`src/rtl/conv_pkg.sv`:
```
// Shared types for the convolution result collector: FSM states and the
// default-configuration FIFO entry layout.
package conv_pkg;

  localparam int DEF_DATA_W = 32;
  localparam int DEF_IDX_W  = 4;

  typedef enum logic [1:0] {
    IDLE    = 2'd0,
    WARM    = 2'd1,
    COLLECT = 2'd2,
    FLUSH   = 2'd3
  } state_e;

  // Entry layout for the default configuration (NUM_OUT = 16).
  typedef struct packed {
    logic [DEF_IDX_W-1:0]  index;
    logic [DEF_DATA_W-1:0] data;
  } entry_t;

endpackage

```
`src/rtl/sync_fifo.sv`:
```
// Single-clock FIFO with a register-file head; a push into a full FIFO is
// accepted only when a pop happens in the same cycle.
module sync_fifo #(
  parameter int DEPTH = 8,
  parameter int W     = 32
) (
  input  logic                   clk,
  input  logic                   rst,
  input  logic                   push,
  input  logic                   pop,
  input  logic [W-1:0]           wdata,
  output logic [W-1:0]           rdata,
  output logic                   full,
  output logic                   empty,
  output logic                   push_ok,
  output logic                   pop_ok,
  output logic [$clog2(DEPTH):0] count
);

  localparam int AW = $clog2(DEPTH);

  logic [W-1:0]  r_mem [DEPTH];
  logic [AW-1:0] r_wr;
  logic [AW-1:0] r_rd;
  logic [AW:0]   r_count;

  assign empty   = (r_count == '0);
  assign full    = (r_count == (AW+1)'(DEPTH));
  assign pop_ok  = pop && !empty;
  assign push_ok = push && (!full || pop_ok);
  assign rdata   = r_mem[r_rd];
  assign count   = r_count;

  // Pointers wrap naturally because DEPTH is a power of two.
  always_ff @(posedge clk or posedge rst) begin
    if (rst) begin
      r_wr    <= '0;
      r_rd    <= '0;
      r_count <= '0;
    end else begin
      if (push_ok) r_wr <= r_wr + AW'(1);
      if (pop_ok)  r_rd <= r_rd + AW'(1);
      case ({push_ok, pop_ok})
        2'b10:   r_count <= r_count + (AW+1)'(1);
        2'b01:   r_count <= r_count - (AW+1)'(1);
        default: r_count <= r_count;
      endcase
    end
  end

  always_ff @(posedge clk) begin
    if (push_ok) r_mem[r_wr] <= wdata;
  end

endmodule

```
`src/rtl/conv_result_collector.sv`:
```
// Re-aligns the systolic array's result stream with its input strobe, drops
// warm-up results and queues NUM_OUT indexed results per frame for the consumer.
module conv_result_collector
  import conv_pkg::*;
#(
  parameter int DATA_W  = DEF_DATA_W,
  parameter int LATENCY = 12,
  parameter int WARMUP  = 2,
  parameter int DEPTH   = 8,
  parameter int NUM_OUT = 16
) (
  input  logic                       clk,
  input  logic                       rst,
  input  logic                       start,
  input  logic                       in_valid,
  input  logic [DATA_W-1:0]          y_in,
  input  logic                       out_ready,
  output logic                       out_valid,
  output logic [DATA_W-1:0]          out_data,
  output logic [$clog2(NUM_OUT)-1:0] out_index,
  output logic [$clog2(DEPTH):0]     fifo_count,
  output logic                       busy,
  output logic                       done,
  output logic                       overflow,
  output state_e                     dbg_state
);

  localparam int IDX_W = $clog2(NUM_OUT);
  localparam int WC_W  = $clog2(WARMUP + 2);
  localparam int OC_W  = $clog2(NUM_OUT + 1);
  localparam int EW    = IDX_W + DATA_W;

  state_e            r_state;
  state_e            w_state_nxt;
  logic [LATENCY-1:0] r_dly;
  logic [WC_W-1:0]   r_warm_cnt;
  logic [WC_W-1:0]   w_warm_nxt;
  logic [OC_W-1:0]   r_out_cnt;
  logic [OC_W-1:0]   w_out_nxt;
  logic              r_overflow;
  logic              w_aligned;
  logic              w_clear;
  logic              w_warm_inc;
  logic              w_push_req;
  logic              w_done;
  logic              w_full;
  logic              w_empty;
  logic              w_push_ok;
  logic              w_pop_ok;
  logic [EW-1:0]     w_push_word;
  logic [EW-1:0]     w_head;

  // The strobe delay line runs in every state so alignment never depends on the FSM.
  assign w_aligned = r_dly[LATENCY-1];

  always_ff @(posedge clk or posedge rst) begin
    if (rst) r_dly <= '0;
    else     r_dly <= LATENCY'({r_dly, in_valid});
  end

  assign w_warm_nxt  = r_warm_cnt + WC_W'(1);
  assign w_out_nxt   = r_out_cnt + OC_W'(1);
  assign w_push_word = {r_out_cnt[IDX_W-1:0], y_in};

  always_comb begin
    w_state_nxt = r_state;
    w_clear     = 1'b0;
    w_warm_inc  = 1'b0;
    w_push_req  = 1'b0;
    w_done      = 1'b0;
    case (r_state)
      IDLE: begin
        if (start) begin
          w_clear     = 1'b1;
          w_state_nxt = (WARMUP == 0) ? COLLECT : WARM;
        end
      end
      WARM: begin
        if (w_aligned) begin
          w_warm_inc = 1'b1;
          if (w_warm_nxt == WC_W'(WARMUP)) w_state_nxt = COLLECT;
        end
      end
      COLLECT: begin
        if (w_aligned) begin
          w_push_req = 1'b1;
          if (w_out_nxt == OC_W'(NUM_OUT)) w_state_nxt = FLUSH;
        end
      end
      FLUSH: begin
        if (w_empty) begin
          w_done      = 1'b1;
          w_state_nxt = IDLE;
        end
      end
      default: w_state_nxt = IDLE;
    endcase
  end

  always_ff @(posedge clk or posedge rst) begin
    if (rst) begin
      r_state    <= IDLE;
      r_warm_cnt <= '0;
      r_out_cnt  <= '0;
      r_overflow <= 1'b0;
    end else begin
      r_state <= w_state_nxt;
      if (w_clear) begin
        r_warm_cnt <= '0;
        r_out_cnt  <= '0;
        r_overflow <= 1'b0;
      end
      if (w_warm_inc) r_warm_cnt <= w_warm_nxt;
      // The index advances even when the word is dropped, so gaps stay visible downstream.
      if (w_push_req) begin
        r_out_cnt <= w_out_nxt;
        if (!w_push_ok) r_overflow <= 1'b1;
      end
    end
  end

  sync_fifo #(
    .DEPTH (DEPTH),
    .W     (EW)
  ) u_fifo (
    .clk     (clk),
    .rst     (rst),
    .push    (w_push_req),
    .pop     (out_ready),
    .wdata   (w_push_word),
    .rdata   (w_head),
    .full    (w_full),
    .empty   (w_empty),
    .push_ok (w_push_ok),
    .pop_ok  (w_pop_ok),
    .count   (fifo_count)
  );

  assign out_valid = !w_empty;
  assign out_data  = w_empty ? '0 : w_head[DATA_W-1:0];
  assign out_index = w_empty ? '0 : w_head[EW-1:DATA_W];
  assign busy      = (r_state != IDLE);
  assign done      = w_done;
  assign overflow  = r_overflow;
  assign dbg_state = r_state;

endmodule

```
`config.mk`:
```
export PLATFORM = sky130hd
export DESIGN_NAME = conv_result_collector
export DESIGN_NICKNAME = d
export VERILOG_FILES = /design/src/rtl/conv_pkg.sv /design/src/rtl/sync_fifo.sv /design/src/rtl/conv_result_collector.sv
export SDC_FILE = /design/constraint.sdc
export NUM_CORES = 1
export LEC_CHECK = 0
export BUFFER_PORTS_ARGS = -buffer_cell sky130_fd_sc_hd__buf_2
export CAP_MARGIN = 20
export CORE_MARGIN = 4
export CORE_UTILIZATION = 60
export CTS_BUF_LIST = sky130_fd_sc_hd__clkbuf_16
export DETAILED_ROUTE_END_ITERATION = 6
export PLACE_DENSITY = 0.79
export SLEW_MARGIN = 40
export SYNTH_ARGS = -nofsm -noshare
export SYNTH_HDL_FRONTEND = slang
export SYNTH_SLANG_ARGS = --single-unit
```
`constraint.sdc`:
```
create_clock -name clk -period 7.2 [get_ports clk]
set_clock_uncertainty 0.05 [all_clocks]
set_input_delay 1.44 -clock clk [delete_from_list [all_inputs] [get_ports clk]]
set_output_delay 1.44 -clock clk [all_outputs]
set_load 0.02 [all_outputs]
```
==> metrics.cfg, run 1 <==
[status]
status = completed

[sta]
max-slew-margin-rel_pct = 51.7
min_period_ns = 4.40
fin_crit_sh_pct = 61.1
drv_slew = 0
setup_viol = 0
tns_ns = 0
hold_viol_final = 0
worst_slew_pin_slew_ns = 0.721
max_freq_mhz = 227
rsz0062_at_grt = no
timing.hold.ws_ns = 0.297

[run]
max-cap-violations = 0

[drt]
drc_errors = 0
wl_per_cell_um = 24.3
route.met3.wl_mm = 1.52
dr.pass1.iters = 5
wl_mm = 23.8
vias = 5882
viasPerCell = 6.01
top_layer = met5
wl_met2_mm = 12.3
drt-initial-drc-count = 462
wl_met1_mm = 9.52
ant_nets = 0

[clocking]
clk_pin_slew_ns = 0.06
cts_sinks = 320
htree_num_levels = 1
cts_tree = built
postCtsSetupBuffers = 0
cts_buffers = 30
ctsHoldBuffers = 0
clkLatencyLatePin_ns = 0.55
cts-root-buf = clkbuf_16
clk_path_buf_depth = 3
cts-resized-gates = 0

[floorplanning]
die-area_um2 = 22900
num_rows = 52
die_w_um = 151
pin_count = 83
core_area_um2 = 20200
die_y_um = 151
initial_core_util_pct = 60.9

[worst_setup_path]
startpoint = u_fifo.r_rd[0]$_DFFE_PP0P_
start_kind = register
crit_path_top_delay_cell = dfrtp_4
worstPathRequired_ns = 5.71
endpoint_kind = primary output
worstReg2RegEnd = u_fifo.r_mem[4][2]$_DFFE_PP_
r2r_start = dbg_state[0]$_DFFE_PP0P_
arrival_ns = 2.91
path_max_fanout = 25
r2r.worst_path.cells = 7
criticalPathCategory = reg2out
crit_chain = buf_4, mux4_2, mux2i_1, nor2_1, buf_2
cp_slowest_stage_delay_ns = 0.75
r2r_slack_ns = 3.79

[yosys]
synth_edf_count = 288
yosysWarnings = 0
syn_area_um2 = 12300
synth-seq-area-share_pct = 76.7
synth.distinct_cells = 34
syn_nets = 628
post_synth.cell_area_avg_um2 = 21.2
synth_top_flop_cell = edfxtp_1
postSynthCellCount = 580
synth_seq_cells = 320
async_flop_share_pct = 10.0

[layout]
diodes = 0
final_cell_mix = 288 x edfxtp_1, 82 x buf_2, 72 x mux4_2, 39 x nor2_1, 36 x mux2i_1
final_area_um2 = 14100
areaGrowthSynthToFinish_pct = 14.3
layout_commonest_cell = edfxtp_1
layout-drive-gt1-share_pct = 31.9
nets = 733
fillers = 1220

[pwr]
pwr-share-clk_pct = 26.0
switchingPower_w = 0.00178
pwr-share-seq_pct = 43.6
p_leak_nw = 4.90
internal-power_w = 0.00377
ir_drop_mv = 0.282
netSwitchingFraction_pct = 32.1
p_per_area_nw_per_um2 = 394
p_comb_share_pct = 30.4

[global_route]
grt-ovfl-total = 0
grt_pass1_wl_mm = 36.9
antenna_found_initial = 2
track_usage_pct = 21.8
grt_max_degree = 42
grt_pass1_vias = 6365

[worst_hold_path]
hp-class = reg2reg
hold_path_depth = 0
min_from = r_dly[4]$_DFF_PP0_
whs_endpoint = r_dly[5]$_DFF_PP0_

[place]
placed_area_um2 = 13200
hpwlAfterDp_mm = 13.1
port_buffers = 82
routabilityCongestion = 0.759

## registers in the layout, indices dropped and copies added, names as in the netlist, 2 cells and up
name          count
dbg_state         2
r_dly            12
r_out_cnt         5
r_warm_cnt        2
u_fifo.count      4
u_fifo.r_mem    288
u_fifo.r_rd       3
u_fifo.r_wr       3
## per-layer routing
layer | vias up | GRT usage, %
li1 | 2566 | -
met1 | 3045 | 29.9
met2 | 231 | 36.5
met3 | 36 | 3.95
met4 | 4 | 6.03
met5 | - | 0
## per-stage QoR
stage | util [%] | total power, W | worst slack, ns | std cells
2_1_floorplan | - | 0.00362 | 1.21 | 580
3_3_place_gp | 64.9 | 0.00407 | 2.92 | 921
3_5_place_dp | 65.1 | 0.00415 | 3.24 | 923
4_1_cts | 69.6 | 0.00560 | 2.74 | 979
5_1_grt | 69.6 | 0.00583 | 2.58 | 979
6_report | 69.6 | 0.00556 | 2.80 | 979
## Yosys cell counts (all sizes together) (4+ instances only)
master | count | area share [%]
mux2 | 4 | 0.37
nand3 | 7 | 0.28
ha | 11 | 1.1
dfrtp | 32 | 6.5
xnor2 | 5 | 0.36
o21ai | 8 | 0.32
edfxtp | 288 | 70
nand2 | 11 | 0.34
clkbuf | 9 | 0.27
mux4 | 72 | 13
xor2 | 7 | 0.50
nor2 | 42 | 1.3
mux2i | 36 | 2.9
buf | 16 | 0.59
inv | 8 | 0.24
nor3 | 5 | 0.20
## cells by family after synthesis
| logic type | after synthesis | share of synthesized area (%) |
|---|---|---|
| compound gates | 18 | 1.03 |
| fa+ha+maj | 11 | 1.12 |
| buf+inv | 33 | 1.11 |
| flops | 320 | 76.7 |
| xor+xnor | 12 | 0.853 |
| mux | 112 | 16.5 |
| simple gates | 74 | 2.75 |
## final cells by class
cell class	instances	area, µm²	area share (%)
Clock buffer	31	776	5.51
Clock inverter	25	133	0.942
Inverter	8	30.0	0.213
Multi-Input combinational cell	227	2800	19.9
Sequential cell	320	9460	67.1
Tap cell	270	338	2.40
Timing Repair Buffer	98	556	3.94
## worst max path at each step
| stage | end | slack, ns | cells after the start |
|---|---|---|---|
| 2_1_floorplan | u_fifo.r_mem[0][0]$_DFFE_PP_ | 1.21 | 4 |
| 3_3_place_gp | out_index[0] | 2.92 | 5 |
| 3_5_place_dp | u_fifo.r_mem[4][7]$_DFFE_PP_ | 3.24 | 6 |
| 4_1_cts | out_index[0] | 2.74 | 5 |
| 5_1_grt | out_index[2] | 2.58 | 5 |
| 6_report | out_index[0] | 2.80 | 5 |
## critical path: cells and delay by family (launching register included)
family | cells | cell delay (ns)
multiplexers | 2 | 0.82
flip-flops | 1 | 0.75
buffers and inverters | 2 | 0.71
AND/OR/NAND/NOR | 1 | 0.08
## power groups by stage
stage / Clock [W] / Combinational (W) / Sequential (W)
finish: 0.00144 / 0.00169 / 0.00242
floorplan: 0 / 0.00129 / 0.00233
global placement: 0 / 0.00155 / 0.00252
detailed placement: 0 / 0.00169 / 0.00246
global route: 0.00155 / 0.00183 / 0.00245
CTS: 0.00147 / 0.00171 / 0.00242
Note: power is estimated with default switching activity, not from simulation.
==> run 2: changes to the inputs <==
Clock period 7.2 ns to 4.6 ns, I/O delays scaled along.
==> metrics.cfg, run 2 (same netlist as run 1, synthesis figures left out) <==
[status]
status = completed

[layout]
layout_commonest_cell = edfxtp_1
nets = 738
layout-drive-gt1-share_pct = 32.3
final_cell_mix = 288 x edfxtp_1, 82 x buf_2, 72 x mux4_2, 39 x nor2_1, 36 x mux2i_1
areaGrowthSynthToFinish_pct = 14.7
top_regs = u_fifo.r_mem x288, r_dly x12, r_out_cnt x5
fin_util_pct = 69.9
regMostFlops = u_fifo.r_mem
final_area_um2 = 14100
largest_register_ffs = 288

[global_route]
track_usage_pct = 21.8
grt-ovfl-total = 0
grt_max_degree = 41
grt_pass1_vias = 6324
antenna_found_initial = 3
grt_pass1_wl_mm = 36.9

[sta]
setup_ws_ns = 0.742
fin_crit_sh_pct = 83.9
drv_slew = 0
min_period_ns = 3.86
hold_viol_final = 0
setup_viol = 0
tns_ns = 0
max-slew-margin-rel_pct = 45.7
max_freq_mhz = 259
rsz0062_at_grt = no
worst_slew_pin_slew_ns = 0.810

[drt]
vias = 6000
drt-initial-drc-count = 444
wl_per_cell_um = 24.7
dr.pass1.iters = 5
ant_nets = 0
drc_errors = 0
wl_mm = 24.3
viasPerCell = 6.10

[floorplanning]
die-area_um2 = 22900
core_area_um2 = 20200
num_rows = 52
die_y_um = 151
pin_count = 83
die_w_um = 151
initial_core_util_pct = 60.9

[clocking]
postCtsSetupBuffers = 0
htree_num_levels = 1
clk_path_buf_depth = 3
ctsHoldBuffers = 0
clkLatencyLatePin_ns = 0.54
cts_buffers = 30
cts_sinks = 320
cts-root-buf = clkbuf_16
cts-resized-gates = 0
cts_tree = built
clk_pin_slew_ns = 0.06

[worst_hold_path]
hp-class = reg2reg

[place]
routabilityCongestion = 0.762
port_buffers = 82
hpwlAfterDp_mm = 13.2
placed_area_um2 = 13200
dp_slack_ns = 1.33

[pwr]
ir_drop_mv = 0.489
p_leak_nw = 4.91
p_per_area_nw_per_um2 = 615

[worst_setup_path]
criticalPathCategory = reg2out
path_max_fanout = 35
critPathTopFamily = flip-flops
cp_slowest_stage_delay_ns = 0.90
arrival_ns = 2.89
crit_path_top_delay_cell = dfrtp_4
start_kind = register
worstPathRequired_ns = 3.63
crit_chain = buf_12, mux4_2, mux2i_1, nor2_1, buf_2
path_buf_inv = 2
endpoint_kind = primary output

[run]
max-cap-violations = 0

run 2: cell count changes in the layout (fill, tap and decap cells not counted), moves of 2 or more:
| cell | change |
|---|---|
| nor3_4 | -2 |
| clkinvlp_4 | +2 |
| buf_4 | +4 |
| nor3_2 | +2 |
| clkinv_2 | -3 |
run 2: path summary, 6_finish.rpt:
path,startpoint,end,slack (ns),cells past startpoint
worst max-delay path,u_fifo.r_rd[0]$_DFFE_PP0P_,out_index[1],0.74,5
worst min-delay path,r_dly[3]$_DFF_PP0_,r_dly[4]$_DFF_PP0_,0.30,0
worst max register to register,dbg_state[0]$_DFFE_PP0P_,u_fifo.r_mem[2][6]$_DFFE_PP_,1.38,7
worst min register to register,r_dly[3]$_DFF_PP0_,r_dly[4]$_DFF_PP0_,0.30,0
max in group asynchronous,rst,u_fifo.r_rd[0]$_DFFE_PP0P_,3.78,3
min in group asynchronous,rst,dbg_state[1]$_DFFE_PP0P_,0.41,3
run 2: cell type report:
class                           count  area (µm²)
Tap cell                          270         338
Multi-Input combinational cell    227        2790
Inverter                            8        30.0
Clock buffer                       31         776
Clock inverter                     24         133
Sequential cell                   320        9460
Timing Repair Buffer              103         606
Fill cell                        1159        6100
Antenna cell                        1        2.50
run 2: stage by stage:
| stage | power (W) | hold slack [ns] | std cells |
|---|---|---|---|
| floorplan | 0.00567 | 0.281 | 580 |
| global placement | 0.00641 | 0.289 | 927 |
| detailed placement | 0.00650 | 0.286 | 927 |
| CTS | 0.00878 | 0.305 | 982 |
| global route | 0.00912 | 0.316 | 984 |
| finish | 0.00870 | 0.301 | 984 |
run 2: report_power, final:
group	internal (W)	switching, W
Combinational	0.00120	0.00140
Sequential	0.00344	0.000413
Clock	0.00127	0.000988
Total	0.00590	0.00280
run 2: per-layer routing:
metal | vias to the layer above | share of wire, % | track usage (%)
met5 | - | 0.058 | 0
met4 | 4 | 1.9 | 5.76
met3 | 43 | 5.9 | 3.74
met2 | 214 | 53 | 37.0
met1 | 3175 | 40 | 29.7
li1 | 2564 | - | -
